`config.mk`:
```
export PLATFORM = sky130hd
export DESIGN_NAME = awgn_seq_ctrl_flat
export DESIGN_NICKNAME = d
export VERILOG_FILES = /design/src/rtl/awgn_pkg.sv /design/src/rtl/awgn_seq_ctrl_if.sv /design/src/rtl/awgn_xorshift32.sv /design/src/rtl/awgn_seq_ctrl.sv /design/src/flat_wrapper.sv
export SDC_FILE = /design/constraint.sdc
export NUM_CORES = 1
export LEC_CHECK = 0
export CAP_MARGIN = 30
export CORE_UTILIZATION = 25
export DETAILED_ROUTE_END_ITERATION = 8
export PLACE_DENSITY = 0.5
export RECOVER_POWER = 100
export REMOVE_ABC_BUFFERS = 1
export SLEW_MARGIN = 10
export SYNTH_ARGS = -nofsm -noshare
export SYNTH_HDL_FRONTEND = slang
export SYNTH_SLANG_ARGS = --single-unit
```
`constraint.sdc`:
```
create_clock -name clk -period 2.9 [get_ports clk]
set_input_delay 0.29 -clock clk [delete_from_list [all_inputs] [get_ports clk]]
set_output_delay 0.29 -clock clk [all_outputs]
set_load 0.005 [all_outputs]
```
`src/rtl/awgn_pkg.sv`:
```
// Shared types and constants for the AWGN Box-Muller sequencer.
package awgn_pkg;

    localparam int unsigned SAMPLE_W_DEF = 16;

    localparam int unsigned XS_SHL1 = 13;
    localparam int unsigned XS_SHR  = 17;
    localparam int unsigned XS_SHL2 = 5;

    typedef enum logic [2:0] {
        IDLE,
        STEP,
        ISSUE,
        WAIT,
        CAPTURE,
        EMIT0,
        EMIT1
    } state_t;

    function automatic logic [31:0] xorshift32_next(input logic [31:0] x);
        logic [31:0] t;
        t = x ^ (x << XS_SHL1);
        t = t ^ (t >> XS_SHR);
        t = t ^ (t << XS_SHL2);
        return t;
    endfunction

endpackage

```
`src/rtl/awgn_seq_ctrl_if.sv`:
```
// Output sample stream (valid/ready) between the sequencer and the channel-model consumer.
interface awgn_seq_ctrl_if #(
    parameter int unsigned SAMPLE_W = awgn_pkg::SAMPLE_W_DEF
);
    logic                out_tvalid;
    logic                out_tready;
    logic [SAMPLE_W-1:0] out_tdata;

    modport master (output out_tvalid, output out_tdata, input out_tready);
    modport slave  (input out_tvalid, input out_tdata, output out_tready);
endinterface

```
`src/rtl/awgn_xorshift32.sv`:
```
// 32-bit xorshift uniform generator with seed load (zero seed forced to 1) and step enable.
module awgn_xorshift32
    import awgn_pkg::*;
#(
    parameter logic [31:0] RESET_SEED = 32'h0000_0001
) (
    input  logic        clk,
    input  logic        reset,
    input  logic        load,
    input  logic [31:0] seed,
    input  logic        step,
    output logic [31:0] state
);

    always_ff @(posedge clk or negedge reset) begin
        if (!reset) begin
            state <= RESET_SEED;
        end else if (load) begin
            state <= (seed == '0) ? 32'h0000_0001 : seed;
        end else if (step) begin
            state <= xorshift32_next(state);
        end
    end

endmodule

```
`src/rtl/awgn_seq_ctrl.sv`:
```
// Box-Muller AWGN sequencer: steps the uniform generators, fires the CORDICs, collects the x0/x1 pair
// and serialises it. Optional statistics counters are enabled with `define AWGN_SEQ_STATS_EN.
module awgn_seq_ctrl
    import awgn_pkg::*;
#(
    parameter int unsigned SAMPLE_W       = SAMPLE_W_DEF,
    parameter int unsigned TIMEOUT_CYC    = 64,
    parameter logic [31:0] DEFAULT_SEED_A = 32'h0000_0001,
    parameter logic [31:0] DEFAULT_SEED_B = 32'h0000_0002
) (
    input  logic                clk,
    input  logic                reset,
    input  logic                enable,
    input  logic                seed_load,
    input  logic [31:0]         urng_seed1,
    input  logic [31:0]         urng_seed2,
    output logic [31:0]         urng_a,
    output logic [31:0]         urng_b,
    output logic                sqrt_tvalid,
    output logic                phase_tvalid,
    input  logic                sqrt_dout_tvalid,
    input  logic                sincos_dout_tvalid,
    input  logic [SAMPLE_W-1:0] x0_in,
    input  logic [SAMPLE_W-1:0] x1_in,
    awgn_seq_ctrl_if.master     out_if,
    output logic                busy,
    output logic                err
`ifdef AWGN_SEQ_STATS_EN
    ,
    output logic [31:0]         pair_count,
    output logic [15:0]         timeout_count
`endif
);

    localparam int unsigned TMR_W = $clog2(TIMEOUT_CYC + 1);

    state_t              state, state_n;
    logic [TMR_W-1:0]    timer;
    logic                sqrt_done, sincos_done;
    logic [SAMPLE_W-1:0] buf0, buf1;
    logic                gen_step, abort, pair_done, both_seen;

    awgn_xorshift32 #(.RESET_SEED(DEFAULT_SEED_A)) u_urng_a (
        .clk   (clk),
        .reset (reset),
        .load  (seed_load),
        .seed  (urng_seed1),
        .step  (gen_step),
        .state (urng_a)
    );

    awgn_xorshift32 #(.RESET_SEED(DEFAULT_SEED_B)) u_urng_b (
        .clk   (clk),
        .reset (reset),
        .load  (seed_load),
        .seed  (urng_seed2),
        .step  (gen_step),
        .state (urng_b)
    );

    // Completions landing in the current cycle count alongside the sticky flags.
    assign both_seen = (sqrt_done | sqrt_dout_tvalid) & (sincos_done | sincos_dout_tvalid);

    always_comb begin
        state_n           = state;
        gen_step          = 1'b0;
        abort             = 1'b0;
        pair_done         = 1'b0;
        sqrt_tvalid       = 1'b0;
        phase_tvalid      = 1'b0;
        out_if.out_tvalid = 1'b0;
        out_if.out_tdata  = '0;
        case (state)
            IDLE:    if (enable) state_n = STEP;
            STEP: begin
                gen_step = 1'b1;
                state_n  = ISSUE;
            end
            ISSUE: begin
                sqrt_tvalid  = 1'b1;
                phase_tvalid = 1'b1;
                state_n      = WAIT;
            end
            WAIT: begin
                if (both_seen) begin
                    state_n = CAPTURE;
                end else if (timer >= TMR_W'(TIMEOUT_CYC - 1)) begin
                    abort   = 1'b1;
                    state_n = STEP;
                end
            end
            CAPTURE: state_n = EMIT0;
            EMIT0: begin
                out_if.out_tvalid = 1'b1;
                out_if.out_tdata  = buf0;
                if (out_if.out_tready) state_n = EMIT1;
            end
            EMIT1: begin
                out_if.out_tvalid = 1'b1;
                out_if.out_tdata  = buf1;
                if (out_if.out_tready) begin
                    pair_done = 1'b1;
                    state_n   = enable ? STEP : IDLE;
                end
            end
            default: state_n = IDLE;
        endcase
    end

    always_ff @(posedge clk or negedge reset) begin
        if (!reset) begin
            state       <= IDLE;
            timer       <= '0;
            sqrt_done   <= 1'b0;
            sincos_done <= 1'b0;
            buf0        <= '0;
            buf1        <= '0;
            err         <= 1'b0;
        end else if (seed_load) begin
            state       <= IDLE;
            timer       <= '0;
            sqrt_done   <= 1'b0;
            sincos_done <= 1'b0;
            buf0        <= '0;
            buf1        <= '0;
            err         <= 1'b0;
        end else begin
            state <= state_n;
            if (state == ISSUE) begin
                timer       <= '0;
                sqrt_done   <= 1'b0;
                sincos_done <= 1'b0;
            end else if (state == WAIT) begin
                if (timer != TMR_W'(TIMEOUT_CYC)) timer <= timer + 1'b1;
                if (sqrt_dout_tvalid)   sqrt_done   <= 1'b1;
                if (sincos_dout_tvalid) sincos_done <= 1'b1;
            end
            if (state == CAPTURE) begin
                buf0 <= x0_in;
                buf1 <= x1_in;
            end
            if (abort) err <= 1'b1;
        end
    end

    assign busy = (state != IDLE);

`ifdef AWGN_SEQ_STATS_EN
    always_ff @(posedge clk or negedge reset) begin
        if (!reset) begin
            pair_count    <= '0;
            timeout_count <= '0;
        end else if (seed_load) begin
            pair_count    <= '0;
            timeout_count <= '0;
        end else begin
            if (pair_done) pair_count    <= pair_count + 1'b1;
            if (abort)     timeout_count <= timeout_count + 1'b1;
        end
    end
`else
    logic unused_pair_done;
    assign unused_pair_done = pair_done;
`endif

endmodule
```
`src/flat_wrapper.sv`:
```
// flat-port wrapper written by rule: the top's interface ports become plain ports
module awgn_seq_ctrl_flat import awgn_pkg::*;
#(
    parameter int unsigned SAMPLE_W       = SAMPLE_W_DEF,
    parameter int unsigned TIMEOUT_CYC    = 64,
    parameter logic [31:0] DEFAULT_SEED_A = 32'h0000_0001,
    parameter logic [31:0] DEFAULT_SEED_B = 32'h0000_0002
)
  (clk, reset, enable, seed_load, urng_seed1, urng_seed2, urng_a, urng_b, sqrt_tvalid, phase_tvalid, sqrt_dout_tvalid, sincos_dout_tvalid, x0_in, x1_in, busy, err, out_if_out_tvalid, out_if_out_tdata, out_if_out_tready);
  awgn_seq_ctrl_if #(.SAMPLE_W(SAMPLE_W)) out_if_i ();
  input  logic clk;
  input  logic reset;
  input  logic enable;
  input  logic seed_load;
  input  logic [31:0] urng_seed1;
  input  logic [31:0] urng_seed2;
  output logic [31:0] urng_a;
  output logic [31:0] urng_b;
  output logic sqrt_tvalid;
  output logic phase_tvalid;
  input  logic sqrt_dout_tvalid;
  input  logic sincos_dout_tvalid;
  input  logic [SAMPLE_W-1:0] x0_in;
  input  logic [SAMPLE_W-1:0] x1_in;
  output logic busy;
  output logic err;
  output wire logic [$bits(out_if_i.out_tvalid)-1:0] out_if_out_tvalid;
  output wire logic [$bits(out_if_i.out_tdata)-1:0] out_if_out_tdata;
  input wire logic [$bits(out_if_i.out_tready)-1:0] out_if_out_tready;
  assign out_if_out_tvalid = out_if_i.out_tvalid;
  assign out_if_out_tdata = out_if_i.out_tdata;
  assign out_if_i.out_tready = out_if_out_tready;
  awgn_seq_ctrl #(.SAMPLE_W(SAMPLE_W), .TIMEOUT_CYC(TIMEOUT_CYC), .DEFAULT_SEED_A(DEFAULT_SEED_A), .DEFAULT_SEED_B(DEFAULT_SEED_B)) u_core (.clk(clk), .reset(reset), .enable(enable), .seed_load(seed_load), .urng_seed1(urng_seed1), .urng_seed2(urng_seed2), .urng_a(urng_a), .urng_b(urng_b), .sqrt_tvalid(sqrt_tvalid), .phase_tvalid(phase_tvalid), .sqrt_dout_tvalid(sqrt_dout_tvalid), .sincos_dout_tvalid(sincos_dout_tvalid), .x0_in(x0_in), .x1_in(x1_in), .out_if(out_if_i), .busy(busy), .err(err));
endmodule
```
==> flow_metrics.py, run 1 <==
metrics = {
    "logic_synthesis": {
        "synth_xor_area_share_pct": 27.2,
        "synth_adder_area_share_pct": 0.359,
        "synth_edf_count": 0,
        "netlist_instances": 659,
        "avgSynthCellArea_um2": 10.6,
        "ys_types": 53,
        "synth_flop_cell": "dfrtp_1",
        "synth_compound_area_share_pct": 15.8,
        "synth_simple_gate_area_share_pct": 11.7,
        "netlist_area_um2": 6980,
        "synth-async-reset-ratio_pct": 100,
        "yosysWarningCount": 0,
        "ys_seq_area_share_pct": 39.1,
        "synth_area_leaders": "dfrtp_1 (38%), xnor3_1 (12%), xnor2_1 (10%), a22o_1 (6.0%), nor2_1 (3.8%)",
        "synth_seq_cells": 109,
        "synth_top_area_cell": "dfrtp_1",
        "synth_top_family_by_area": "XOR/XNOR gates",
        "netlist.area_leader.share_pct": 38.4,
        "synthMuxAreaShare_pct": 1.60,
    },
    "drt": {
        "drc": 0,
        "wirelength_um": 23000,
        "via_count": 5521,
        "met1_length_um": 10600,
        "drt_iter0_drc": 415,
        "wl_per_cell_um": 19.3,
        "first_pass_iters": 5,
        "top_layer": "met4",
        "via_per_inst": 4.64,
        "ant_nets": 0,
        "wl_met3_um": 950,
        "wl_met2_um": 11200,
    },
    "critical_path": {
        "cp_slowest_cell": "dlygate4sd3_1",
        "reg2reg_depth": 6,
        "worstReg2RegStart": "u_core.state[0]$_DFFE_PN0P_",
        "startpoint_type": "register",
        "crit_start": "u_core.state[1]$_DFFE_PN0P_",
        "rr_endpoint": "u_core.u_urng_b.state[18]$_DFFE_PN0P_",
        "slowest_delay_ps": 580,
        "setup.worst_path.end": "out_if_out_tdata[3]",
        "worstPathArrival_ps": 2260,
        "cp_data_required_time_ps": 2610,
        "cp_max_fo": 16,
        "path_class": "register to output pin",
        "reg2reg_slack_ps": 490,
        "cp_cell_sequence": "nand2b_1 -> nor2_1 -> buf_4 -> a22o_1 -> dlygate4sd3_1",
        "end_kind": "output pin",
    },
    "timing": {
        "rsz0062_at_grt": "false",
        "drv_slew": 33,
        "max_slew_margin_pct": -1.81,
        "timing.final.crit_share_pct": 88.0,
        "finalHoldViolCount": 0,
        "finalSetupViolCount": 0,
        "finClkSkew_ps": 7.19,
        "max_clock_freq_mhz": 392,
        "tightestPinTransition_ps": 1530,
        "finalCriticalPeriod_ps": 2550,
        "tns_ps": 0,
    },
    "pwr": {
        "p_leak_uw": 0.00406,
        "finalPower_uw": 7980,
        "power_frac_clock_pct": 19.5,
        "seq_power_share_pct": 30.9,
        "comb_power_share_pct": 49.6,
        "switching_share_pct": 34.3,
        "power.internal_uw": 5250,
        "peakVddDrop_mv": 0.291,
        "power_density_nw_per_um2": 838,
        "p_switching_uw": 2740,
    },
    "finish": {
        "diodes": 0,
        "area_growth_pct": 36.5,
        "nets": 917,
        "final_cells": 1189,
        "drive_gt1_share_pct": 3.92,
    },
    "floorplanning": {
        "design.core.area_um2": 27200,
        "dieArea_um2": 28600,
        "die_width_um": 169,
        "rows": 60,
        "io_pins": 188,
        "initial_core_util_pct": 25.7,
        "die_h_um": 169,
    },
    "run_status": {
        "violations": "max-capacitance violations, max-slew violations",
        "status": "finished with violations",
    },
    "placed_design": {
        "routabilityCongestion": 0.811,
        "portBuffers": 187,
        "placedCellCount": 1172,
        "dp_hpwl_um": 16800,
    },
    "cts": {
        "h-tree-depth": 3,
        "cts_num_sinks": 109,
        "clkTransAtPathRegs_ps": 80,
        "cts_buffers": 9,
        "root_buffer": "clkbuf_16",
        "clock_latency_ps": 360,
        "cts_max_path_buffers": 2,
        "post-cts-setup-buffers": 0,
        "cts_tree": "built",
    },
    "global_route": {
        "grtUsageTotal_pct": 16.4,
        "grt_start_max_net_pins": 84,
        "grt_overflow": 0,
        "antenna_found_initial": 0,
        "grt_pass1_wl_um": 35400,
        "grt_pass1_vias": 5723,
    },
    "hold_path": {
        "hold_class": "primary input to register",
        "min_from": "seed_load",
        "min_path_cells": 2,
    },
    "job": {
        "cap_violations": 1,
    },
}
==> power by group through the flow <==
stage | clock [µW] | combinational, µW | sequential [µW]
2_1_floorplan | 0 | 2800 | 2320
3_5_place_dp | 0 | 4090 | 2520
6_report | 1560 | 3960 | 2470
3_3_place_gp | 0 | 4100 | 2520
4_1_cts | 1610 | 4120 | 2490
5_1_grt | 1640 | 4300 | 2540
==> area by class of cell <==
type | count | area [µm²]
Tap cell | 372 | 465
Sequential cell | 109 | 2730
Clock buffer | 9 | 225
Clock inverter | 7 | 145
Fill cell | 2814 | 17700
Inverter | 9 | 33.8
Timing Repair Buffer | 199 | 1970
Multi-Input combinational cell | 484 | 3960
==> registers in the layout (all words and copies together) (netlist names) <==
register and cells:
u_core.buf0 16, u_core.buf1 16, u_core.err 1, u_core.sincos_done 1
u_core.sqrt_done 1, u_core.state 3, u_core.timer 7, u_core.u_urng_a.state 32
u_core.u_urng_b.state 32
==> placed cells by master (no fill, tap or decap), types with 5 or more instances in the layout <==
cell / Yosys / final
mux2i_1: 10 / 10
nand4_1: 6 / 6
clkbuf_16: 0 / 9
a22o_1: 48 / 48
a221o_1: 9 / 9
xor3_1: 7 / 7
dlygate4sd3_1: 0 / 83
dfrtp_1: 107 / 107
xor2_1: 12 / 12
o21ai_0: 50 / 50
a21oi_1: 10 / 10
a22oi_1: 10 / 10
inv_1: 9 / 9
xnor3_1: 38 / 38
nand2b_1: 6 / 6
nand2_1: 41 / 41
nor2_1: 70 / 69
xnor2_1: 83 / 83
nor4_1: 18 / 18
clkdlybuf4s50_1: 0 / 103
and3_1: 5 / 5
or3_1: 9 / 9
buf_4: 1 / 5
a31oi_1: 8 / 8
a21boi_0: 5 / 5
==> synth_stat cells, drive strengths merged, types with 2 or more instances <==
cell and instances:
dfrtp 107, xnor2 84, nor2 70, o21ai 50, a22o 48, nand2 41
xnor3 38, clkbuf 30, buf 27, nor4 18, xor2 13, a21oi 10
a22oi 10, mux2i 10, a221o 9, inv 9, or3 9, a31oi 8
xor3 7, nand2b 6, nand4 6, a21boi 5, and3 5, nor3b 4
nor3 3, o31a 3, dfstp 2, ha 2, nand3 2, nor2b 2
o211ai 2, o21a 2, o22ai 2, or4 2
==> critical path, delay by kind of cell, from the launching register on <==
family,cells,cell delay [ps]
AO/OA/AOI/OAI,1,200
flip-flops,1,490
AND/OR/NAND/NOR,2,380
buffers and inverters,2,820
==> worst min path at each step <==
stage | end | slack (ps)
floorplan | u_core.buf0[0]$_DFFE_PN0P_ | -6
global placement | u_core.buf0[11]$_DFFE_PN0P_ | 390
detailed placement | u_core.buf1[10]$_DFFE_PN0P_ | 390
CTS | u_core.err$_DFFE_PN0P_ | 290
global route | u_core.state[0]$_DFFE_PN0P_ | 320
finish | u_core.state[0]$_DFFE_PN0P_ | 320
==> metal layers <==
| layer | global-route usage, % | vias to the layer above |
|---|---|---|
| li1 | - | 2641 |
| met1 | 22.2 | 2740 |
| met2 | 26.9 | 124 |
| met3 | 3.34 | 16 |
| met4 | 3.49 | 0 |
| met5 | 0 | - |
==> per-stage QoR <==
step	setup WS (ps)	area (µm²)	hold WS, ps	util [%]
3_5_place_dp	783	9180	386	33.8
3_3_place_gp	799	9180	388	33.8
6_report	349	9520	316	35.0
2_1_floorplan	226	6720	-5.59	-
4_1_cts	373	9560	292	35.2
5_1_grt	205	9520	325	35.0
==> cell families after synthesis <==
family	after synthesis
compound gates	156
xor+xnor	142
fa+ha+maj	2
buf+inv	66
flops	109
mux	11
simple gates	173
==> repair_timing <==
item	CTS	global route
endpoints found under the hold margin	19	0
gates resized for setup	0	0
hold buffers	1	0
(Power assumes the default switching activity.)
==> run 2: changes to the inputs <==
CORE_MARGIN = 2   (was not set)
==> run 2 against run 1 <==
  * The flow now finishes without violations
  * Utilization down 0.77 points
  * Setup slack worse by 4.4 ps
  * First-iteration DRC count down 38%
  * Global-route usage down 0.84 points
  * Combinational power about the same
  * Register-to-register slack worse by 150 ps
  * Critical path depth unchanged
  * Die area up 2.4%
==> flow_metrics.py, run 2 (synthesis results as in run 1) <==
metrics = {
    "run_status": {
        "status": "complete, no violations",
    },
    "global_route": {
        "grt_overflow": 0,
        "met3_usage_pct": 3.03,
        "grt_start_max_net_pins": 70,
        "grt_busiest_layer": "met2",
        "grtUsageTotal_pct": 15.5,
        "grt_pass1_wl_um": 34500,
        "grt_pass1_vias": 5613,
        "use_met1_pct": 21.4,
        "gr-usage-met2_pct": 24.9,
        "antenna_found_initial": 0,
    },
    "hold_path": {
        "hold_class": "primary input to register",
        "min_from": "seed_load",
        "whs_endpoint": "u_core.u_urng_b.state[1]$_DFFE_PN1P_",
        "min_path_cells": 3,
    },
    "critical_path": {
        "slowest_delay_ps": 970,
        "cp_data_required_time_ps": 3110,
        "worstReg2RegStart": "u_core.state[0]$_DFFE_PN0P_",
        "path_class": "register to register",
        "worstPathArrival_ps": 2760,
        "reg2reg_slack_ps": 340,
        "startpoint_type": "register",
        "rr_endpoint": "u_core.u_urng_b.state[18]$_DFFE_PN0P_",
        "crit_cells": 5,
        "reg2reg_depth": 5,
        "cp_num_buf_inv": 1,
        "end_kind": "register",
        "cp_max_fo": 12,
        "crit_family": "simple AND/OR/NAND/NOR gates",
        "cp_slowest_cell": "nor3b_1",
        "cp_cell_sequence": "nor3b_1 -> nor2_1 -> clkbuf_1 -> a22oi_1 -> o21ai_0",
    },
    "cts": {
        "root_buffer": "clkbuf_16",
        "clock_latency_ps": 350,
        "h-tree-depth": 3,
        "post-cts-setup-buffers": 0,
        "cts_max_path_buffers": 2,
        "cts_resized": 0,
        "cts_buffers": 9,
        "cts_tree": "built",
        "cts_num_sinks": 109,
        "clkTransAtPathRegs_ps": 80,
    },
    "floorplanning": {
        "die_h_um": 171,
        "io_pins": 188,
        "design.core.area_um2": 27600,
        "rows": 61,
        "initial_core_util_pct": 25.3,
        "die_width_um": 171,
        "dieArea_um2": 29300,
    },
    "drt": {
        "first_pass_iters": 4,
        "wirelength_um": 22700,
        "drt_iter0_drc": 257,
        "via_count": 5563,
        "drc": 0,
        "via_per_inst": 4.65,
        "ant_nets": 0,
        "wl_per_cell_um": 19.0,
    },
    "placed_design": {
        "placedCellCount": 1181,
        "routabilityCongestion": 0.818,
        "dp_hpwl_um": 17100,
        "portBuffers": 187,
    },
    "finish": {
        "top_regs": "u_core.u_urng_a.state x32, u_core.u_urng_b.state x32",
        "final_common_cell": "dfrtp_1",
        "nets": 920,
        "final_cells": 1197,
        "layout_common_cells": "dfrtp_1 (107), clkdlybuf4s50_1 (103), xnor2_1 (83), dlygate4sd3_1 (83), nor2_1 (69)",
        "num-fill-cells": 2886,
        "multi_input_area_um2": 3960,
        "drive_gt1_share_pct": 3.66,
        "regArea_um2": 2730,
        "diodes": 0,
        "area_growth_pct": 35.7,
    },
    "pwr": {
        "power_density_nw_per_um2": 822,
        "peakVddDrop_mv": 0.309,
        "p_leak_uw": 0.00404,
    },
    "timing": {
        "finalCriticalPeriod_ps": 2560,
        "tns_ps": 0,
        "finalHoldViolCount": 0,
        "timing.final.crit_share_pct": 88.1,
        "drv_slew": 0,
        "rsz0062_at_grt": "false",
        "finalSetupViolCount": 0,
        "finClkSkew_ps": 12.7,
        "tightestPinTransition_ps": 1430,
        "max_slew_margin_pct": 4.50,
        "max_clock_freq_mhz": 391,
    },
    "job": {
        "cap_violations": 0,
    },
}
[run 2: cell count changes in the layout (fill, tap and decap cells not counted), moves of 2 or more]
cell       previous run  this run
clkbuf_1              3         7
buf_4                 5         8
buf_12                2         0
bufinv_16             4         2
[run 2: where the power goes]
group	switching [µW]	internal, µW
clock network	584	782
registers	665	1800
logic	1440	2510
total	2690	5090
[run 2: worst max-delay path by stage]
stage | slack, ps | end | from
after floorplan | 230 | u_core.buf0[0]$_DFFE_PN0P_ | u_core.state[1]$_DFFE_PN0P_
after detailed placement | 760 | u_core.u_urng_a.state[13]$_DFFE_PN0P_ | urng_seed1[24]
after global routing | 210 | out_if_out_tdata[14] | u_core.state[1]$_DFFE_PN0P_
after CTS | 390 | out_if_out_tdata[4] | u_core.state[1]$_DFFE_PN0P_
final | 340 | u_core.u_urng_b.state[18]$_DFFE_PN0P_ | u_core.state[0]$_DFFE_PN0P_
after global placement | 790 | u_core.u_urng_a.state[8]$_DFFE_PN0P_ | urng_seed1[24]
[run 2: cell type report]
type	instances	share of cell area, %
clock inverters	3	0.727
well taps	378	4.99
clock buffers	12	2.60
multi-input cells	484	41.8
repair buffers	202	20.7
inverters	9	0.357
flip-flops and latches	109	28.8
[run 2: worst min-delay path: cells and delay by family]
family,cells,cell delay (ps)
buffers and inverters,1,240
AND/OR/NAND/NOR,1,100
AO/OA/AOI/OAI,1,70
[run 2: layer usage]
metal	wire length (µm)	vias to the layer above	share of wire [%]
met1	10500	2753	46
li1	-	2645	-
met2	10800	143	47
met3	1100	22	4.8
met5	0	-	0
met4	391	0	1.7
[run 2: repair_timing]
action	4_1_cts	5_1_grt
endpoints found under the hold margin	14	0
endpoints found under the setup margin	0	0
hold buffers	1	0
[run 2: through the flow]
stage | power, µW | hold slack (ps) | instance area (µm²) | utilization (%) | setup slack (ps)
global route | 8280 | 393 | 9470 | 34.3 | 212
finish | 7780 | 370 | 9470 | 34.3 | 345
global placement | 6600 | 197 | 9200 | 33.3 | 790
detailed placement | 6610 | 196 | 9200 | 33.3 | 765
floorplan | 5120 | -5.59 | 6720 | - | 226
CTS | 8030 | 337 | 9520 | 34.5 | 385
